<file path="config.mk">
export PLATFORM = sky130hd
export DESIGN_NAME = noc_local_port
export DESIGN_NICKNAME = d
export VERILOG_FILES = /design/src/rtl/orca_pkg.sv /design/src/rtl/flit_fifo.sv /design/src/rtl/noc_local_port.sv
export SDC_FILE = /design/constraint.sdc
export NUM_CORES = 1
export LEC_CHECK = 0
export BUFFER_PORTS_ARGS = -buffer_cell sky130_fd_sc_hd__buf_2
export CORE_MARGIN = 3
export CORE_UTILIZATION = 45
export CTS_CLUSTER_SIZE = 25
export DETAILED_ROUTE_END_ITERATION = 10
export HOLD_SLACK_MARGIN = 0.12
export PLACE_DENSITY = 0.65
export SYNTH_ARGS = -nofsm -noshare
export SYNTH_HDL_FRONTEND = slang
export SYNTH_SLANG_ARGS = --single-unit
</file>
<file path="constraint.sdc">
create_clock -name clock -period 6.8 [get_ports clock]
set_input_delay 0.68 -clock clock [delete_from_list [all_inputs] [get_ports clock]]
set_output_delay 0.68 -clock clock [all_outputs]
set_load 0.005 [all_outputs]
</file>
<file path="src/rtl/orca_pkg.sv">
// orca_pkg: shared types for the NoC local port
package orca_pkg;
  typedef enum logic [1:0] {PKT_HEADER, PKT_SIZE, PKT_PAYLOAD} pkt_state_t;
  localparam int PKT_CNT_WIDTH = 16;
endpackage

</file>
<file path="src/rtl/flit_fifo.sv">
// flit_fifo: circular flit buffer; pushes while full are dropped and flagged
module flit_fifo #(
  parameter int FLIT_WIDTH   = 32,
  parameter int BUFFER_DEPTH = 8
) (
  input  logic                  clock,
  input  logic                  reset,
  input  logic                  push,
  input  logic [FLIT_WIDTH-1:0] push_data,
  input  logic                  pop,
  output logic [FLIT_WIDTH-1:0] head,
  output logic                  empty,
  output logic                  almost_full,
  output logic                  drop
);
  localparam int AW = $clog2(BUFFER_DEPTH);
  logic [FLIT_WIDTH-1:0] mem [BUFFER_DEPTH];
  logic [AW-1:0] rd, wr;
  logic [AW:0] cnt;
  logic full, acc, pop_ok;
  assign full = cnt == (AW+1)'(BUFFER_DEPTH);
  assign acc = push && !full;
  assign pop_ok = pop && !empty;
  assign drop = push && full;
  assign empty = cnt == '0;
  assign almost_full = cnt >= (AW+1)'(BUFFER_DEPTH - 1);
  assign head = mem[rd];
  always_ff @(posedge clock) begin
    if (acc) mem[wr] <= push_data;
  end
  always_ff @(posedge clock) begin
    if (reset) begin
      rd <= '0;
      wr <= '0;
      cnt <= '0;
    end else begin
      wr <= acc ? wr + 1'b1 : wr;
      rd <= pop_ok ? rd + 1'b1 : rd;
      cnt <= cnt + (AW+1)'(acc) - (AW+1)'(pop_ok);
    end
  end
endmodule

</file>
<file path="src/rtl/noc_local_port.sv">
// noc_local_port: credit-flow DMA<->mesh local port with packet framing trackers
module noc_local_port
  import orca_pkg::*;
#(
  parameter int FLIT_WIDTH   = 32,
  parameter int BUFFER_DEPTH = 8
) (
  input  logic                     clock,
  input  logic                     reset,
  input  logic                     rx,
  input  logic [FLIT_WIDTH-1:0]    data_i,
  output logic                     credit_o,
  output logic                     tx,
  output logic [FLIT_WIDTH-1:0]    data_o,
  input  logic                     credit_i,
  output logic                     net_tx_o,
  output logic [FLIT_WIDTH-1:0]    net_data_o,
  input  logic                     net_credit_i,
  input  logic                     net_rx_i,
  input  logic [FLIT_WIDTH-1:0]    net_data_i,
  output logic                     net_credit_o,
  output logic [PKT_CNT_WIDTH-1:0] in_pkt_count,
  output logic [PKT_CNT_WIDTH-1:0] out_pkt_count,
  output logic                     overflow
);
  logic empty_in, empty_eg, af_in, af_eg, drop_in, drop_eg;
  logic [1:0] adv;
  logic [1:0][FLIT_WIDTH-1:0] flit;
  logic [1:0][PKT_CNT_WIDTH-1:0] pkt_cnt;
  flit_fifo #(.FLIT_WIDTH(FLIT_WIDTH), .BUFFER_DEPTH(BUFFER_DEPTH)) u_ingress (
    .clock(clock), .reset(reset), .push(rx), .push_data(data_i),
    .pop(net_tx_o && net_credit_i), .head(net_data_o), .empty(empty_in),
    .almost_full(af_in), .drop(drop_in)
  );
  flit_fifo #(.FLIT_WIDTH(FLIT_WIDTH), .BUFFER_DEPTH(BUFFER_DEPTH)) u_egress (
    .clock(clock), .reset(reset), .push(net_rx_i), .push_data(net_data_i),
    .pop(tx && credit_i), .head(data_o), .empty(empty_eg),
    .almost_full(af_eg), .drop(drop_eg)
  );
  // one slot of slack covers the DMA's registered response to credit
  assign credit_o = !reset && !af_in;
  assign net_credit_o = !reset && !af_eg;
  assign net_tx_o = !reset && !empty_in;
  assign tx = !reset && !empty_eg;
  assign adv[0] = rx && !drop_in;
  assign flit[0] = data_i;
  assign adv[1] = tx && credit_i;
  assign flit[1] = data_o;
  assign in_pkt_count = pkt_cnt[0];
  assign out_pkt_count = pkt_cnt[1];
  always_ff @(posedge clock) begin
    if (reset) overflow <= 1'b0;
    else overflow <= overflow | drop_in | drop_eg;
  end
  genvar i;
  for (i = 0; i < 2; i++) begin : g_trk
    pkt_state_t st, st_n;
    logic [FLIT_WIDTH-1:0] rem, rem_n;
    logic [PKT_CNT_WIDTH-1:0] cnt, cnt_n;
    logic done, last, zero;
    always_ff @(posedge clock) begin
      if (reset) begin
        st <= PKT_HEADER;
        rem <= '0;
        cnt <= '0;
      end else begin
        st <= st_n;
        rem <= rem_n;
        cnt <= cnt_n;
      end
    end
    always_comb begin
      zero = flit[i] == '0;
      last = rem == FLIT_WIDTH'(1);
      done = adv[i] && ((st == PKT_SIZE && zero) || (st == PKT_PAYLOAD && last));
      st_n = !adv[i] ? st :
             st == PKT_HEADER ? PKT_SIZE :
             st == PKT_SIZE ? (zero ? PKT_HEADER : PKT_PAYLOAD) :
             (last ? PKT_HEADER : PKT_PAYLOAD);
      rem_n = !adv[i] ? rem :
              st == PKT_SIZE ? flit[i] :
              st == PKT_PAYLOAD ? rem - FLIT_WIDTH'(1) : rem;
      cnt_n = cnt + PKT_CNT_WIDTH'(done);
    end
    assign pkt_cnt[i] = cnt;
  end
endmodule

</file>
==> summary.txt, run 1 <==
Synthesis
  • Mapped Nets: ~1800
  • Asr flop ratio synth: 0%
  • Synthesized area: approximately 26000 um^2
  • Ys flop type: edfxtp_1
  • Number of synthesized flops with an enable pin: ~500
  • Area share of the largest cell type after synthesis: 58.3%
  • Yosys top cell by area: edfxtp_1
  • Largest cells by area after synthesis: edfxtp_1 58%, mux4_2 9.7%, dfxtp_1 9.6%
  • Avg Cell Area, Syn: between 15 and 20 um^2
  • Post-synthesis cell type count: 65
  • Synth warn: 0
  • Number of synthesized register bits: between 600 and 700
  • Syn Inst Count: around 1700
  • Sequential element share of the synthesized area: about 68%

CTS
  • CTS tree: yes
  • Setup Buffers After CTS: 0
  • Total clock sinks: around 640
  • Worst-Skew Late Latency: 590 ps
  • Hold-fix buffers at CTS: 0
  • Clk buf depth: 3
  • Post-CTS Resized: 0
  • CTS Buf Count: 68
  • Root buffer cell: clkbuf_16
  • H-Tree Depth: 3
  • Clock-pin slew on the worst setup and hold paths: 60 ps

Final layout
  • Post-layout util: 52.6%
  • Most frequent cells in the layout: 512 x edfxtp_1, 169 x buf_2, 143 x nor2_1, 122 x dfxtp_1, 113 x mux4_2
  • Most common cell after layout, fill and taps aside: edfxtp_1
  • Register Area: between 15000 and 20000 um^2
  • Final nets: between 2000 and 2500
  • Layout cells sized above 1: roughly 26%
  • Fillers: approximately 4800
  • Design area: 30400 um^2
  • Post-Layout Cell Count: approximately 2700
  • Synth-to-layout area growth: 15.2%
  • Multi-input logic area: approximately 8000 um^2

Setup path
  • Crit Path Max Fanout: 50
  • Crit path kind: reg -> reg
  • Arrival time worst endpoint: just over 5000 ps
  • CP startpoint kind: flip-flop
  • Crit. End Element: flip-flop
  • FF-to-FF path depth: 12
  • Worst Path Required: approximately 7300 ps

Floorplanning
  • Die area: between 60000 and 70000 um^2
  • Initial Util: a little under half
  • Site Rows: just under 90
  • Core Footprint: 57800 um^2
  • Die extent in x: roughly 250 um
  • Die Height: 248 um
  • I/O pin count: roughly 170

Global routing
  • Initial antenna violation count: 4
  • Global routing usage on met3: approximately 5%
  • Vias in the first global route: 15606
  • Gr busiest metal: met2
  • GR Overflow Total: 0
  • Largest net degree at the start of global routing: 69
  • First-pass GRT wire length: ~93 mm
  • GR met1 Demand/Resource: between 20 and 30%
  • GRT Total Usage: between 20% and 30%
  • Met2 Use GR: between 30 and 40%

STA
  • Fmax: 216 MHz
  • Hold Violations, Final: 0
  • # setup viols final: 0
  • RSZ-0062 raised after global routing: false
  • Slew margin rel.: 20.3%
  • Slew Viols, Final: 0
  • Period Utilization, post-route: between 60% and 70%
  • Period minus WS final: roughly 4600 ps
  • Clk_skew: roughly 18 ps
  • Worst slew pin tran: between 1000 and 1500 ps
  • Total negative setup slack: 0 ps

Route
  • Final WL: between 60 and 70 mm
  • Vias per cell: about 5.7
  • Post-DRT Antenna Nets: 0
  • Initial drt markers: about 1400
  • Vias post-DR: roughly 16000
  • Avg WL per Cell: approximately 22 um
  • Pre-antenna DRT Iters: 8
  • Drt drc: 0

Placed design
  • Post-DP HPWL: approximately 37 mm
  • Placed Area: around 28000 um^2
  • GPL Wtd Cong: slightly above 0.8
  • Dpl cells: ~2600
  • Port Buffer Count: between 150 and 200

Worst hold path
  • Number of cells on the worst hold path: 1
  • HP Class: in -> reg

Status
  • Status: completed

Power
  • Leak pwr: slightly above 10 nW
  • Tot Pwr: 0.0109 W
  • Max IR drop VDD: about 280 uV
  • PwrDens: between 300 and 400 nW/um^2

Flow run
  • Max-cap violation count: 0
## synthesized netlist by cell type, types with 8 or more instances
master,count
dfxtp_1,127
nand2b_1,9
o21ai_0,77
mux2_2,60
xnor2_1,17
edfxtp_1,512
xor2_1,16
nor4_1,22
and3_1,11
or3_1,14
nand4_1,9
nor2_1,150
a22o_1,9
a22oi_1,14
mux4_2,113
a21oi_1,71
a32o_1,8
nand3_1,34
ha_1,32
nor3_1,43
a31oi_1,10
a221oi_1,10
nand2_1,82
clkbuf_1,57
o22ai_1,14
nor2b_1,9
mux2i_1,28
inv_1,54
buf_2,16
## metal layers
layer  routed length (um)  part of all wire, %
met1                24900                   41
met2                30400                   50
met3                 4450                  7.3
met4                 1590                  2.6
met5                   45                0.073
## worst max-delay path, stage by stage, from the launching register on
cell and delay, ps:
dfxtp_4 870, buf_4 530, mux4_2 570, mux2i_1 350, o2111ai_1 200, nor4_1 320
nand4_1 230, a21oi_1 190, ha_1 240, ha_1 270, nand4_1 190, or3_1 340
a21oi_1 170
## stage by stage
stage               setup slack, ps  hold slack, ps
floorplan                      2050             444
global placement               2240             458
detailed placement             2110             471
CTS                            2100             314
global route                   1790             338
finish                         2170             354
## where the power goes
part           switching [W]  internal, W  leakage, nW
sequential          0.000214      0.00451         5.68
combinational        0.00140      0.00106         3.39
clock                0.00149      0.00219         1.08
total                0.00310      0.00775         10.2
## final cells by class
class	count	share of cell area [%]
Sequential cell	639	59.0
Antenna cell	1	0.00824
Clock buffer	94	6.36
Clock inverter	31	1.01
Timing Repair Buffer	198	3.50
Tap cell	765	3.15
Inverter	56	0.692
Multi-Input combinational cell	943	26.3
## registers in the layout (all words and copies together) (netlist names), named ones only
register       flops
out_pkt_count     16
overflow           1
g_trk.rem         64
u_egress.cnt       4
u_ingress.rd       3
u_ingress.cnt      4
g_trk.st           4
in_pkt_count      16
u_egress.rd        3
u_egress.wr        3
u_ingress.wr       3
u_ingress.mem    256
u_egress.mem     256
## logic make-up after synthesis
logic type / Yosys count / share of synthesized area, %
adder cells (fa/ha/maj): 34 / 1.67
flip-flops: 639 / 67.9
XOR/XNOR: 33 / 1.10
AND/OR/NAND/NOR: 419 / 7.72
AO/OA/AOI/OAI: 256 / 6.08
buffers and inverters: 142 / 2.21
multiplexers: 201 / 13.3
## final timing paths
| check | startpoint | endpoint | slack, ps |
|---|---|---|---|
| worst max-delay path | flip-flop | out_pkt_count[14] | 2170 |
| worst min-delay path | net_data_i[10] | u_egress.mem[4][10] | 350 |
| worst max register to register | flip-flop | out_pkt_count[14] | 2170 |
| worst min register to register | g_trk[0].rem[23] | g_trk[0].rem[23] | 480 |
No activity file was read; power rests on OpenSTA's default activity.
==> inputs of run 2 (changes only) <==
--- a/config.mk
+++ b/config.mk
@@ -5,13 +5,14 @@
 export SDC_FILE = /design/constraint.sdc
 export NUM_CORES = 1
 export LEC_CHECK = 0
+export ABC_AREA = 1
 export BUFFER_PORTS_ARGS = -buffer_cell sky130_fd_sc_hd__buf_2
 export CORE_MARGIN = 3
 export CORE_UTILIZATION = 45
 export CTS_CLUSTER_SIZE = 25
 export DETAILED_ROUTE_END_ITERATION = 10
 export HOLD_SLACK_MARGIN = 0.12
-export PLACE_DENSITY = 0.65
+export PLACE_DENSITY = 0.67
 export SYNTH_ARGS = -nofsm -noshare
 export SYNTH_HDL_FRONTEND = slang
 export SYNTH_SLANG_ARGS = --single-unit
==> constraint.sdc (replaced) <==
create_clock -name clock -period 3.9 [get_ports clock]
set_input_delay 0.39 -clock clock [delete_from_list [all_inputs] [get_ports clock]]
set_output_delay 0.39 -clock clock [all_outputs]
set_load 0.005 [all_outputs]
==> run 2 against run 1 <==
  * Global-route usage grew 1.9 points
  * Non-clock buffer count up 106
  * First-iteration DRC count up 22%
  * Highest routed layer unchanged
  * Sequential share of layout area fell by 4.6 points
  * Routed wire length is 19% higher
  * Worst hold slack got worse by 200 ps
==> summary.txt, run 2 <==
Floorplanning
  • Die extent in x: 255 um (was 248 um)
  • Initial Util: 45.9% (was 45.6%)
  • Die area: 65200 um^2 (was 61500 um^2)
  • Die Height: 255 um (was 248 um)
  • I/O pin count: 171 (unchanged)
  • Site Rows: 90 (was 88)
  • Core Footprint: 60900 um^2 (was 57800 um^2)

Synthesis
  • Synth warn: 0 (unchanged)
  • Syn Inst Count: 2851 (was 1724)
  • Synthesized area: 28000 um^2 (was 26400 um^2)
  • Yosys top cell by area: edfxtp_1 (unchanged)
  • Asr flop ratio synth: 0% (unchanged)
  • Number of synthesized register bits: 639 (unchanged)
  • Sequential element share of the synthesized area: 64.0% (was 67.9%)
  • Most common cell in the netlist: nand2_1 (was edfxtp_1)
  • Avg Cell Area, Syn: 9.82 um^2 (was 15.3 um^2)
  • Ys flop type: edfxtp_1 (unchanged)
  • Largest cells by area after synthesis: edfxtp_1 55%, dfxtp_1 9.1%, nand2_1 7.1% (was edfxtp_1 58%, mux4_2 9.7%, dfxtp_1 9.6%)
  • Mapped Nets: 2955 (was 1828)
  • Post-synthesis cell type count: 51 (was 65)
  • Area share of the largest cell type after synthesis: 54.9% (was 58.3%)
  • Number of synthesized flops with an enable pin: 512 (unchanged)
  • Synth top cells by count: 527 x nand2_1, 512 x edfxtp_1, 498 x nor2_1, 265 x inv_1, 237 x o21ai_0 (was 512 x edfxtp_1, 150 x nor2_1, 127 x dfxtp_1, 113 x mux4_2, 82 x nand2_1)

CTS
  • Worst-Skew Late Latency: 600 ps (was 590 ps)
  • H-Tree Depth: 3 (unchanged)
  • Total clock sinks: 639 (unchanged)
  • Root buffer cell: clkbuf_16 (unchanged)
  • CTS Buf Count: 68 (unchanged)
  • Clock-pin slew on the worst setup and hold paths: 60 ps (about the same)
  • CTS tree: yes (unchanged)
  • Clk buf depth: 3 (unchanged)

STA
  • Clk_skew: 17.4 ps (was 17.6 ps)
  • Period minus WS final: 3570 ps (was 4630 ps)
  • Worst slew pin tran: 1010 ps (was 1180 ps)
  • Slew Viols, Final: 0 (unchanged)
  • Period Utilization, post-route: 91.6% (was 68.1%)
  • Slew margin rel.: 32.8% (was 20.3%)
  • Hold Violations, Final: 0 (unchanged)
  • Fmax: 280 MHz (was 216 MHz)
  • # setup viols final: 0 (unchanged)

Final layout
  • Design area: 33000 um^2 (was 30400 um^2)
  • Layout cells sized above 1: 13.2% (was 25.8%)
  • Largest registers: u_egress.mem: 256 flops, u_ingress.mem: 256 flops, g_trk.rem: 64 flops (unchanged)
  • Final nets: 3195 (was 2010)
  • Synth-to-layout area growth: 17.8% (was 15.2%)
  • Most common cell after layout, fill and taps aside: nand2_1 (was edfxtp_1)
  • Most frequent cells in the layout: 527 x nand2_1, 512 x edfxtp_1, 474 x nor2_1, 264 x inv_1, 237 x o21ai_0 (was 512 x edfxtp_1, 169 x buf_2, 143 x nor2_1, 122 x dfxtp_1, 113 x mux4_2)

Route
  • Final WL: 72.8 mm (was 61.3 mm)
  • Post-DRT Antenna Nets: 0 (unchanged)
  • Vias per cell: 5.30 (was 5.68)
  • Pre-antenna DRT Iters: 5 (was 8)
  • Avg WL per Cell: 18.3 um (was 22.5 um)
  • Vias post-DR: 21074 (was 15501)
  • Initial drt markers: 1698 (was 1395)
  • Drt drc: 0 (unchanged)

Placed design
  • Port Buffer Count: 170 (unchanged)
  • GPL Wtd Cong: 0.864 (was 0.826)
  • Post-DP HPWL: 44.9 mm (was 37.3 mm)
  • Placed Area: 30100 um^2 (was 28100 um^2)

Flow run
  • Max-cap violation count: 0 (unchanged)

Power
  • PwrDens: 619 nW/um^2 (was 357 nW/um^2)
  • Leak pwr: 13.0 nW (was 10.2 nW)
  • Max IR drop VDD: 388 uV (was 277 uV)
  • Tot Pwr: 0.0204 W (was 0.0109 W)

Status
  • Status: completed (unchanged)

Setup path
  • FF-to-FF path depth: 24 (was 12)
  • Crit. End Element: flip-flop (unchanged)
  • Crit Path Max Fanout: 27 (was 50)
  • Crit path kind: reg -> reg (unchanged)
  • Arrival time worst endpoint: 4090 ps (was 5130 ps)
  • RR Endpoint: out_pkt_count[14] (unchanged)
  • CP startpoint kind: flip-flop (unchanged)
  • Worst Path Required: 4410 ps (was 7300 ps)
  • Critical path capture point: out_pkt_count[14] (unchanged)
  • R2R Setup Slk: 330 ps (was 2170 ps)

Global routing
  • GR Overflow Total: 0 (unchanged)
  • Vias in the first global route: 20767 (was 15606)
  • GRT Total Usage: 22.0% (was 20.1%)
  • Largest net degree at the start of global routing: 76 (was 69)
  • First-pass GRT wire length: 114 mm (was 93.1 mm)
  • Initial antenna violation count: 6 (was 4)

Worst hold path
  • HP Class: in -> reg (unchanged)
  • Worst Min Path Start: data_i[31] (was net_data_i[10])
==> run 2: layout make-up <==
cell class,count,area (um^2)
Sequential cell,639,17900
Clock inverter,32,348
Antenna cell,3,7.51
Inverter,274,1030
Tap cell,828,1040
Clock buffer,92,1930
Fill cell,5207,28000
Timing Repair Buffer,304,2130
Multi-Input combinational cell,1804,8560
==> run 2: through the flow <==
step / instances / TNS (ps) / utilization (%) / setup slack [ps] / hold slack, ps
after floorplan: 2851 / 0 / - / 908 / 433
after global placement: 3791 / 0 / 49.3 / 236 / 443
after detailed placement: 3791 / 0 / 49.3 / 42.6 / 457
after CTS: 3972 / 0 / 54.0 / 12.7 / 129
after global routing: 3976 / -47.9 / 54.1 / -46.8 / 139
final: 3976 / 0 / 54.1 / 326 / 155
==> run 2: timing repair <==
action,4_1_cts,5_1_grt
resized for setup,0,14
setup endpoints to repair,0,6
setup buffers,0,1
hold buffers,57,0
endpoints found under the hold margin,443,0
==> run 2: kinds of logic after synthesis <==
logic type      share of synthesized area [%]
flops                                    64.0
simple gates                             18.2
compound gates                           9.51
buf+inv                                  5.99
fa+ha+maj                                1.57
xor+xnor                                0.720
==> run 2: routing by layer <==
| layer | global-route usage, % | routed length, um |
|---|---|---|
| met1 | 26.9 | 28900 |
| met2 | 38.2 | 36400 |
| met3 | 3.90 | 4580 |
| met4 | 9.59 | 2960 |
| met5 | 0 | 27 |
==> run 2: how the worst min path moves through the flow <==
stage	end	cells after the start
2_1_floorplan	flip-flop	2
3_3_place_gp	in_pkt_count[15]	2
3_5_place_dp	in_pkt_count[15]	2
4_1_cts	u_ingress.mem[6][31]	1
5_1_grt	u_ingress.mem[7][31]	1
6_report	u_ingress.mem[6][31]	1
==> run 2: where the power goes <==
| part | total, W | switching (W) | internal (W) |
|---|---|---|---|
| Combinational | 0.00575 | 0.00377 | 0.00199 |
| Clock | 0.00651 | 0.00262 | 0.00388 |
| Sequential | 0.00815 | 0.000260 | 0.00789 |
| Total | 0.0204 | 0.00665 | 0.0138 |
==> run 2: critical path, cell delays in order (launching register included) <==
cell     delay (ps)
dfxtp_4         390
buf_12          190
buf_4           190
nand2_1          60
nand3_1          90
nand3_1          80
nand2_1         120
nand2_1         140
nor2_1          130
nand2_1          80
nor2_2          150
nand3_2         150
a21oi_2         190
ha_1            190
ha_1            160
nand2_1          90
nor2_2          130
nand2_1          80
nor2_2          150
nand3_2         120
nor2_1          100
nand3_1         100
nor2_2          150
a31oi_1          90
nor3_1          150
